--- config.mk ---
export PLATFORM = sky130hd
export DESIGN_NAME = pixel_feeder
export DESIGN_NICKNAME = d
export VERILOG_FILES = /design/src/rtl/tft_pkg.sv /design/src/rtl/pixel_fifo.sv /design/src/rtl/pixel_feeder.sv
export SDC_FILE = /design/constraint.sdc
export NUM_CORES = 1
export LEC_CHECK = 0
export ABC_AREA = 1
export BUFFER_PORTS_ARGS = -buffer_cell sky130_fd_sc_hd__buf_2
export CORE_MARGIN = 8
export CORE_UTILIZATION = 61
export CTS_CLUSTER_DIAMETER = 200
export DETAILED_ROUTE_END_ITERATION = 6
export HOLD_SLACK_MARGIN = 0.12
export PLACE_DENSITY_LB_ADDON = 0.15
export SLEW_MARGIN = 20
export SYNTH_ARGS = -nofsm -noshare
export SYNTH_HDL_FRONTEND = slang
export SYNTH_SLANG_ARGS = --single-unit
--- constraint.sdc ---
create_clock -name clk -period 3.3 [get_ports clk]
set_input_delay 0.33 -clock clk [delete_from_list [all_inputs] [get_ports clk]]
set_output_delay 0.33 -clock clk [all_outputs]
set_load 0.02 [all_outputs]
--- src/rtl/tft_pkg.sv ---
// Shared definitions for the TFT/SDRAM pixel path: panel geometry, host
// command opcodes, the RGB565 pixel type and the pixel_feeder state encoding.
package tft_pkg;

    localparam int H_ACTIVE = 800;
    localparam int V_ACTIVE = 480;

    localparam logic [3:0] CMD_SET_PAGE  = 4'h1;
    localparam logic [3:0] CMD_SHOW_PAGE = 4'h2;
    localparam logic [3:0] CMD_HOME      = 4'h3;

    typedef logic [15:0] pixel_t;

    typedef enum logic [1:0] {
        S_CLEAR  = 2'd0,
        S_IDLE   = 2'd1,
        S_PIX_HI = 2'd2,
        S_PIX_LO = 2'd3
    } feeder_state_t;

endpackage

--- src/rtl/pixel_fifo.sv ---
// First-word-fall-through word FIFO. The head is always visible on dout;
// pops on an empty FIFO are ignored and pushes on a full FIFO are dropped
// and reported through push_drop.
module pixel_fifo
    import tft_pkg::*;
#(
    parameter int DEPTH = 16
) (
    input  logic                     clk,
    input  logic                     rst,
    input  logic                     push,
    input  pixel_t                   din,
    input  logic                     pop,
    output pixel_t                   dout,
    output logic [$clog2(DEPTH):0]   level,
    output logic                     push_drop
);

    localparam int AW = $clog2(DEPTH);
    localparam int LW = AW + 1;

    pixel_t        mem [DEPTH];
    logic [AW-1:0] wr_ptr;
    logic [AW-1:0] rd_ptr;
    logic          full;
    logic          empty;
    logic          push_ok;
    logic          pop_ok;

    assign full      = (level == LW'(DEPTH));
    assign empty     = (level == '0);
    assign push_ok   = push && !full;
    assign pop_ok    = pop && !empty;
    assign push_drop = push && full;
    assign dout      = mem[rd_ptr];

    // Pointer and level bookkeeping; a simultaneous push and pop nets to zero.
    always_ff @(posedge clk or negedge rst) begin
        if (!rst) begin
            wr_ptr <= '0;
            rd_ptr <= '0;
            level  <= '0;
        end else begin
            if (push_ok) wr_ptr <= wr_ptr + 1'b1;
            if (pop_ok)  rd_ptr <= rd_ptr + 1'b1;
            level <= level + LW'(push_ok) - LW'(pop_ok);
        end
    end

    // Storage array, written only on accepted pushes.
    always_ff @(posedge clk) begin
        if (push_ok) mem[wr_ptr] <= din;
    end

endmodule

--- src/rtl/pixel_feeder.sv ---
// Pixel source for the TFT/SDRAM controller: clears the frame buffer after
// reset, then packs host bytes into RGB565 words through a FWFT FIFO and
// tracks the controller write address.
// Build option: FEEDER_CLEAR_ALL_PAGES_EN makes the clear pass cover pages
// 0..7 instead of page 0 only.
module pixel_feeder
    import tft_pkg::*;
#(
    parameter int     FIFO_DEPTH  = 16,
    parameter int     FIFO_THRESH = 1,
    parameter pixel_t CLEAR_COLOR = 16'h0000,
    parameter int     COLS        = H_ACTIVE,
    parameter int     ROWS        = V_ACTIVE
) (
    input  logic       clk,
    input  logic       rst,
    input  logic       host_wr,
    input  logic       host_cmd,
    input  logic [7:0] host_data,
    output logic       host_ready,
    output logic       overflow,
    output logic       startup,
    output logic [2:0] page_set,
    output logic [2:0] page_show,
    output logic [8:0] row_add_user,
    output logic [9:0] col_add_user,
    input  logic       startup_inc,
    input  logic       fifo_rd_req,
    output logic       fifo_full,
    output pixel_t     fifo_out
);

    localparam int LW = $clog2(FIFO_DEPTH) + 1;

`ifdef FEEDER_CLEAR_ALL_PAGES_EN
    localparam logic [2:0] LAST_PAGE = 3'd7;
`else
    localparam logic [2:0] LAST_PAGE = 3'd0;
`endif

    feeder_state_t   state;
    feeder_state_t   state_nx;
    logic [LW-1:0]   level;
    pixel_t          head;
    logic            fifo_drop;
    logic            push;
    logic            latch_hi;
    logic            cmd_ok;
    logic            cmd_drop;
    logic [7:0]      hi_byte;
    logic            last_col;
    logic            last_row;
    logic            clear_done;

    assign last_col   = (col_add_user == 10'(COLS - 1));
    assign last_row   = (row_add_user == 9'(ROWS - 1));
    assign clear_done = (state == S_CLEAR) && startup_inc && last_col && last_row
                        && (page_set == LAST_PAGE);

    assign startup    = (state != S_CLEAR);
    assign fifo_full  = startup && (level >= LW'(FIFO_THRESH));
    assign fifo_out   = startup ? head : CLEAR_COLOR;

    pixel_fifo #(
        .DEPTH (FIFO_DEPTH)
    ) u_fifo (
        .clk       (clk),
        .rst       (rst),
        .push      (push),
        .din       ({hi_byte, host_data}),
        .pop       (fifo_rd_req),
        .dout      (head),
        .level     (level),
        .push_drop (fifo_drop)
    );

    // State register; reset always restarts the clear pass.
    always_ff @(posedge clk or negedge rst) begin
        if (!rst) state <= S_CLEAR;
        else      state <= state_nx;
    end

    // Next state plus host-side strobes: byte pairing, command gating, ready.
    always_comb begin
        state_nx   = state;
        push       = 1'b0;
        latch_hi   = 1'b0;
        cmd_ok     = 1'b0;
        cmd_drop   = 1'b0;
        host_ready = 1'b0;
        case (state)
            S_CLEAR: begin
                if (clear_done) state_nx = S_IDLE;
            end
            default: begin
                host_ready = (level <= LW'(FIFO_DEPTH - 2));
                if (host_wr) begin
                    if (host_cmd) begin
                        state_nx = S_IDLE;
                        if (level == '0) cmd_ok   = 1'b1;
                        else             cmd_drop = 1'b1;
                    end else if (state == S_PIX_LO) begin
                        push     = 1'b1;
                        state_nx = S_PIX_HI;
                    end else begin
                        latch_hi = 1'b1;
                        state_nx = S_PIX_LO;
                    end
                end
            end
        endcase
    end

    // High pixel byte holding register.
    always_ff @(posedge clk) begin
        if (latch_hi) hi_byte <= host_data;
    end

    // Write page and row/column address; commands take priority over a step.
    always_ff @(posedge clk or negedge rst) begin
        if (!rst) begin
            page_set     <= '0;
            row_add_user <= '0;
            col_add_user <= '0;
        end else if (clear_done) begin
            page_set     <= '0;
            row_add_user <= '0;
            col_add_user <= '0;
        end else if (cmd_ok && host_data[7:4] == CMD_SET_PAGE) begin
            page_set     <= host_data[2:0];
            row_add_user <= '0;
            col_add_user <= '0;
        end else if (cmd_ok && host_data == {CMD_HOME, 4'h0}) begin
            row_add_user <= '0;
            col_add_user <= '0;
        end else if (startup_inc) begin
            if (last_col) begin
                col_add_user <= '0;
                if (last_row) begin
                    row_add_user <= '0;
                    if (state == S_CLEAR) page_set <= page_set + 1'b1;
                end else begin
                    row_add_user <= row_add_user + 1'b1;
                end
            end else begin
                col_add_user <= col_add_user + 1'b1;
            end
        end
    end

    // Display page select.
    always_ff @(posedge clk or negedge rst) begin
        if (!rst)                                          page_show <= '0;
        else if (cmd_ok && host_data[7:4] == CMD_SHOW_PAGE) page_show <= host_data[2:0];
    end

    // Sticky drop indicator for words pushed on full and commands on non-empty.
    always_ff @(posedge clk or negedge rst) begin
        if (!rst)                       overflow <= 1'b0;
        else if (fifo_drop || cmd_drop) overflow <= 1'b1;
    end

endmodule
* After elaboration in Yosys (flattened, before gate mapping) *
Memory sizes are Yosys's and may differ from the RTL's.
Cells that the tools add are included.

operators by class
  add/subtract/negate cells = 7
  $lt $le $gt $ge = 2
  equal/unequal tests = 9
  muxes and demuxes = 43
  reduce and logical (&&, ||, !) cells = 28

operator list
  cell                   number
  $mux 9                 6
  $mux 10                5
  $mux 3                 7
  $mux 1                 20
  $mux 16                1
  $reduce_bool 3->1      4
  $logic_and 1x1->1      11
  $add 10x1->10 const B  1
  $eq 10x10->1 const B   1
  $add 9x1->9 const B    1
  $eq 9x9->1 const B     1
  $add 4x1->4 const B    2
  $eq 8x6->1 const B     1
  $mux 2                 4
  $reduce_bool 4->1      2
  $add 5x1->5            1
  $eq 5x5->1 const B     1
  $ge 5x1->1 const B     1
  $le 5x4->1 const B     1
  $logic_not 5->1        1
  $reduce_and 5->1       1
  $sub 5x1->5            1
  $eq 4x1->1 const B     1
  $eq 4x2->1 const B     1
  other kinds (10)       13

word-level totals
  flip-flop bits (word level) = 49
  memory bits (writable) = 256
  input port bits = 14
  output and inout bits = 45
  word-level logic and storage cells = 100
  memories kept = 1

memories
  name        depth  bits a word  read ports  clocked after memory_dff  wr ports  line              RTL
  u_fifo.mem  16     16           1           0                         1         pixel_fifo.sv:22  pixel_t mem [DEPTH];

* Longest topological paths before layout *
Gate-level depths: netlist (run 1).

  depth in word-level cells = 9
  mapped depth = 13

* Cells and area by module *
A second synthesis (run 1) with hierarchy kept.

unflattened totals
  cells, all modules = 1446
  area total of the unflattened synthesis = 13855.8 um2

modules (own cells, without submodules)
  module        instances  cells each  area an instance (um2)  sequential area each (um2)
  pixel_fifo    1          1098        11524.8                 8012.7
  pixel_feeder  1          348         2331.0                  940.9

* Least setup slack after synthesis (run 1) *
OpenSTA, ideal clock, no wires.

  kind = flip-flop to flip-flop
  start = reg u_fifo.level[2]
  end = reg u_fifo.level[4]
  library setup time = 0.128 ns
  arrival = 2.251 ns
  path slack = 0.921 ns
  cell stages (with the launch flop) = 14
  cell sequence = dfrtp_1 -> inv_1 -> ha_1 -> nand3_2 -> nand2_1 -> inv_1 -> ha_1 -> inv_1 -> ha_1 -> inv_1 -> fa_1 -> o21ai_0 -> a21oi_1 -> xor2_1

between the ends
  elaborated cells on any way between the ends = 8
  those cells by class = add/sub: 2; eq/ne: 1; reduce/logical: 5

RTL lines
  item                     line              RTL
  from (decl)              pixel_fifo.sv:15  output logic [$clog2(DEPTH):0] level,
  from (signal assigned)   pixel_fifo.sv:46  level <= level + LW'(push_ok) - LW'(pop_ok);
  $logic_not 5->1          pixel_fifo.sv:31  assign empty = (level == '0);
  $logic_not 1->1          pixel_fifo.sv:33  assign pop_ok = pop && !empty;
  $logic_and 1x1->1        pixel_fifo.sv:33
  named net u_fifo.pop_ok  pixel_fifo.sv:28  logic pop_ok;
  $sub 5x1->5              pixel_fifo.sv:46

The timed path passes the listed nets, and every way through them passes these cells.
A chain may end at the register's enable or synchronous reset.

* Final worst setup path (run 1) *
  start = reg u_fifo.rd_ptr[0]
  end = out fifo_out[5]

between the ends
  word-level cells in the longest chain between the ends = 2

RTL lines
  item                    line                RTL
  from (decl)             pixel_fifo.sv:24    logic [AW-1:0] rd_ptr;
  from (signal assigned)  pixel_fifo.sv:45    if (pop_ok) rd_ptr <= rd_ptr + 1'b1;
  $mem_v2 16x16           n/a
  $mux 16                 pixel_feeder.sv:62  assign fifo_out = startup ? head : CLEAR_COLOR;
  to (decl)               pixel_feeder.sv:30  output pixel_t fifo_out

Every way passes these cells.

==> results of run 1 <==
-- final cells by class --
type	count	area share, %
multi-input combinational	764	25.3
sequential	305	59.8
clock buffer	49	5.83
tap	280	2.34
inverter	64	1.62
timing repair buffer	99	4.42
clock inverter	9	0.677
-- cell usage after synthesis (all sizes together) --
cell type	instances
nor2	287
edfxtp	264
o21ai	138
nand2	126
nand3	113
inv	61
dfrtp	41
buf	38
ha	22
o211ai	20
a21oi	19
clkbuf	17
xor2	14
nand4	12
clkinv	3
a31oi	2
and2	2
nor3	2
xnor2	2
a311oi	1
fa	1
nand3b	1
nor3b	1
o21bai	1
-- flip-flops by register name, summed over array words and instances, names as in the netlist, 3 cells and up --
signal,count
hi_byte,8
page_set,3
u_fifo.level,5
row_add_user,9
u_fifo.rd_ptr,4
page_show,3
u_fifo.mem,256
col_add_user,10
u_fifo.wr_ptr,4
-- cell families after synthesis --
kind of cell,share of synthesized area [%]
AO/OA/AOI/OAI,7.46
XOR/XNOR,1.06
adder cells (fa/ha/maj),2.23
buffers and inverters,4.09
flip-flops,67.6
AND/OR/NAND/NOR,17.5
-- how the worst max path moves through the flow --
stage	to	slack, ns	cells past startpoint
after global routing	fifo_out[5]	0.02	8
after global placement	u_fifo.level[4]	0.77	13
after CTS	fifo_out[5]	0.19	8
after floorplan	u_fifo.level[4]	0.92	13
final	fifo_out[5]	0.18	8
after detailed placement	u_fifo.level[4]	0.70	13
-- stage by stage --
step	utilization (%)	total power, mW	cell area [µm²]	std cells
after floorplan	-	7.58	13200	1188
after detailed placement	64.7	8.90	14000	1508
after global placement	64.7	8.82	14000	1508
after CTS	69.5	12.3	15000	1570
final	69.5	12.2	15000	1570
after global routing	69.5	12.9	15000	1570
-- worst max-delay path, delay by kind of cell, from the launching register on --
| family | cells | cell delay (ns) |
|---|---|---|
| AO/OA/AOI/OAI | 2 | 0.35 |
| buffers and inverters | 4 | 0.96 |
| AND/OR/NAND/NOR | 2 | 0.22 |
| flip-flops | 1 | 0.67 |
-- report_power, final --
group          switching (mW)  internal (mW)  total (mW)  leakage, nW
clock network            1.40           1.96        3.36        0.467
registers               0.266           4.42        4.68         2.89
logic                    2.81           1.35        4.16         2.35
-- repair_timing --
| action | 4_1_cts | 5_1_grt |
|---|---|---|
| endpoints found under the hold margin | 45 | 0 |
| gates resized for setup | 0 | 1 |
| setup endpoints to repair | 0 | 1 |
| hold buffers | 4 | 0 |
-- routing by layer --
layer | part of all wire (%) | global-route usage (%) | vias up
met1 | 43 | 33.5 | 4430
met2 | 47 | 38.1 | 397
met4 | 2.2 | 6.63 | 0
met5 | 0 | 0 | -
li1 | - | - | 4266
met3 | 8.1 | 3.05 | 60
==> reports/results.ini, run 1 <==
[die]
initial_core_util_pct=61.4
rows=54
pin_count=59
die_h_um=163
core-area_um2=21600
die_w_um=163
dieArea_um2=26700

[yosys]
ys_warn_count=0
synthCells=1188
yosys.area.top_type=edfxtp_1
syn_nets=1225
synth-seq-cells=305
netlist_top_cells_area=edfxtp_1 (60%), nor2_1 (7.9%), dfrtp_1 (7.7%)
synth_top_area_share_pct=59.9
synth.avg_cell_area_um2=11.1
ys_types=38
ys_seq_area_share_pct=67.6
syn-cell-area_um2=13200

[grt]
track_usage_pct=23.7
grt_pass1_vias=8855
grt_max_degree=79
antenna_found_initial=0
grt_pass1_wl_um=49200
grt_overflow_total=0

[detailed_routing]
drtPass1Iterations=7
finalWirelength_um=31500
post-route-drc-count=4
vias=9153
vias_per_cell=5.83
routedWlPerCell_um=20.0
postRouteAntennaNets=0
drt_iter0_drc=896

[placement]
dpl.hpwl_um=18300
place.port_buffers=58
gp_congestion=0.848
dp_worst_setup_slack_ns=0.704

[timing]
hold_viol=0
skew_ns=0.0107
fin_crit_sh_pct=94.5
rsz0062_at_grt=false
holdWs_ns=0.148
setup_viol=0
max_freq_ghz=0.321
maxSlewHeadroom_pct=35.6
tns_ns=0
worst_slack_ns=0.183
slew_violations=0
max_slew.worst_pin.slew_ns=0.965
period_minus_slack_ns=3.12

[critical_path]
critPathMaxStageDelay_ns=0.67
startpoint=u_fifo.rd_ptr[0]
r2r-start=u_fifo.level[2]
rr_endpoint=u_fifo.level[4]
crit_path_frequent_cell=nand3_1
slowest_stage=dfrtp_4
cp_max_fo=78
path_cells=clkinv_2 > buf_12 > buf_4 > o21ai_0 > nand3_1 > nand3_1 > a21oi_1 > buf_2
cp.arrival_ns=2.79
r2r_cells=13
cp-end-kind=primary output
crit_type=register to primary output
r2r_slack_ns=0.70
required_ns=2.97
critPathLaunchType=register

[final_layout]
final_nets=1302
fill_cells=1543
regArea_um2=8960
diodes=0
final_cell_mix=edfxtp_1 (264), nor2_1 (263), o21ai_0 (122), nand2_1 (120), nand3_1 (109)
syn_to_final_growth_pct=13.1
multiInputGateArea_um2=3780
layout-drive-gt1-share_pct=14.0
final_common_cell=edfxtp_1

[clocking]
ctsHtreeMaxLevel=1
cts.sinks=305
ctsLongestPathBuffers=3
cts_setup_buffers=0
clock_latency_ns=0.56
numCtsBuffers=31
clockRootBuffer=clkbuf_16
clkSlewWorstSetupHoldPaths_ns=0.06
tritoncts=built

[power_and_ir_drop]
ir_worst_vdd_v=0.000484
power.density_nw_per_um2=815
cellLeakagePower_nw=5.70

[run_status]
violations=design-rule violations
outcome=finished with violations

[min_path]
whs_endpoint=state[1]
min-delay-start=host_cmd
whs_path_depth=4
hold_path.class=input port to register

[run]
maxCapViolCount=0

Power figures use the tool's default switching activity.
==> inputs of run 2 (changes only) <==
Settings changed: CORE_UTILIZATION 61 to 30.
==> run 2 against run 1 <==
The run still ends with design-rule violations left; final area is 4.6% higher; power is 8.4% higher; critical path type unchanged; sequential share of layout area is 2.6 points lower; count of clock-buffer cells in the layout is 2 lower.
==> reports/results.ini, run 2 (synthesis gave the netlist of run 1 again) <==
[critical_path]
rr_endpoint=u_fifo.level[4]
critPathBufInv=2  ; -2
path_delay_family=compound AO/OA/AOI/OAI gates
cp.arrival_ns=2.79  ; about the same
critical_path_depth=6  ; -2
slowest_stage=dfrtp_4
r2r-start=u_fifo.level[2]
required_ns=2.97  ; about the same
cp_max_fo=130  ; +67%
critPathMaxStageDelay_ns=0.43  ; -0.24 ns
r2r_slack_ns=0.67  ; -0.03 ns
crit_type=register to primary output
cp-end-kind=primary output
r2r_cells=13  ; unchanged
path_cells=buf_12 > o21ai_0 > o211ai_1 > nand3_1 > a21oi_1 > buf_2
critPathLaunchType=register

[clocking]
post_cts_resized=0  ; unchanged
tritoncts=built
clockRootBuffer=clkbuf_16
ctsLongestPathBuffers=3  ; unchanged
cts.sinks=305  ; unchanged
clkSlewWorstSetupHoldPaths_ns=0.05  ; about the same
ctsHtreeMaxLevel=2  ; +1
clock_latency_ns=0.55  ; about the same
numCtsBuffers=37  ; +19%
cts_setup_buffers=0  ; unchanged
hold_buffers=3  ; -1

[detailed_routing]
drtPass1Iterations=7  ; unchanged
drt_iter0_drc=673  ; -25%
post-route-drc-count=3  ; -1
vias=8975  ; -1.9%
finalWirelength_um=37900  ; +20%
postRouteAntennaNets=0  ; unchanged
routedWlPerCell_um=20.0  ; about the same
vias_per_cell=4.74  ; -19%

[final_layout]
reg_top3=u_fifo.mem (256), col_add_user (10), row_add_user (9)
regMostFlops=u_fifo.mem
final_common_cell=edfxtp_1
final_cell_mix=edfxtp_1 (264), nor2_1 (263), o21ai_0 (122), nand2_1 (120), nand3_1 (109)
utilization_pct=35.6  ; -34 points
fin_cells=1892  ; +21%
syn_to_final_growth_pct=18.2
final_nets=1309  ; +0.54%
layout-drive-gt1-share_pct=15.0  ; +1.0 points
largest_reg_flops=256  ; unchanged
diodes=0  ; unchanged

[timing]
setup_viol=0  ; unchanged
tns_ns=0  ; unchanged
holdWs_ns=0.161  ; +0.0131 ns
skew_ns=0.0142  ; +0.00354 ns
max_slew.worst_pin.slew_ns=0.828  ; -0.138 ns
slew_violations=0  ; unchanged
worst_slack_ns=0.178  ; -0.00494 ns
hold_viol=0  ; unchanged
max_freq_ghz=0.320  ; -0.16%
maxSlewHeadroom_pct=44.8  ; +9.2 points
fin_crit_sh_pct=94.6  ; +0.15 points
period_minus_slack_ns=3.12  ; +0.00494 ns
rsz0062_at_grt=false

[min_path]
hold_path.class=input port to register
min-delay-start=host_wr
whs_path_depth=4  ; unchanged
whs_endpoint=state[1]

[power_and_ir_drop]
power.density_nw_per_um2=845  ; +3.6%
cellLeakagePower_nw=5.84  ; +2.5%
ir_worst_vdd_v=0.000402  ; -17%

[grt]
grt_overflow_total=0  ; unchanged
antenna_found_initial=3  ; +3
grt_pass1_vias=8809  ; -0.52%
track_usage_pct=14.9  ; -8.8 points
grt_max_degree=131  ; +66%
grt_pass1_wl_um=57000  ; +16%

[die]
die_w_um=226  ; +38%
die_h_um=226  ; +38%
dieArea_um2=51100  ; +92%
rows=77  ; +43%
core-area_um2=43900  ; +100%
initial_core_util_pct=30.1  ; -31 points
pin_count=59  ; unchanged

[placement]
place.port_buffers=58  ; unchanged
dp_worst_setup_slack_ns=0.678  ; -0.0250 ns
dp.cells=1822  ; +21%
dpl.hpwl_um=22100  ; +20%
gp_congestion=0.824  ; -2.8%

[run_status]
violations=design-rule violations
outcome=finished with violations

[run]
maxCapViolCount=0  ; unchanged

## run 2: routing by layer
layer / wire length [µm] / part of all wire [%] / global-route usage, %
met5: 0 / 0 / 0
met2: 17300 / 46 / 23.3
met4: 611 / 1.6 / 3.33
met1: 18300 / 48 / 21.1
met3: 1710 / 4.5 / 3.03
## run 2: report_power, final
group | switching, mW | total, mW | internal [mW]
Clock | 1.62 | 4.10 | 2.47
Sequential | 0.205 | 4.62 | 4.42
Combinational | 3.11 | 4.51 | 1.40
## run 2: layout make-up
class                           count  area [µm²]
Inverter                           64         243
Tap cell                          592         741
Sequential cell                   305        8960
Clock inverter                     20         248
Multi-Input combinational cell    764        3790
Clock buffer                       47         963
Fill cell                        4407       28300
Timing Repair Buffer              100         713
## run 2: worst max-delay path by stage
stage                           from              end  slack (ns)
floorplan            u_fifo.level[2]  u_fifo.level[4]        0.92
global placement     u_fifo.level[2]  u_fifo.level[4]        0.72
detailed placement   u_fifo.level[2]  u_fifo.level[4]        0.68
CTS                 u_fifo.rd_ptr[1]      fifo_out[6]        0.22
global route        u_fifo.rd_ptr[0]      fifo_out[6]        0.03
finish              u_fifo.rd_ptr[0]      fifo_out[6]        0.18
## run 2: tightest hold or removal path: stages
cell and delay [ns]:
buf_2 0.12, nand3_2 0.11, nand2_1 0.06, inv_1 0.04
## run 2: through the flow
step | total power [mW] | instance area, µm²
after floorplan | 7.58 | 13200
after global placement | 9.28 | 14400
after detailed placement | 9.28 | 14400
after CTS | 13.4 | 15700
after global routing | 14.1 | 15700
final | 13.2 | 15700
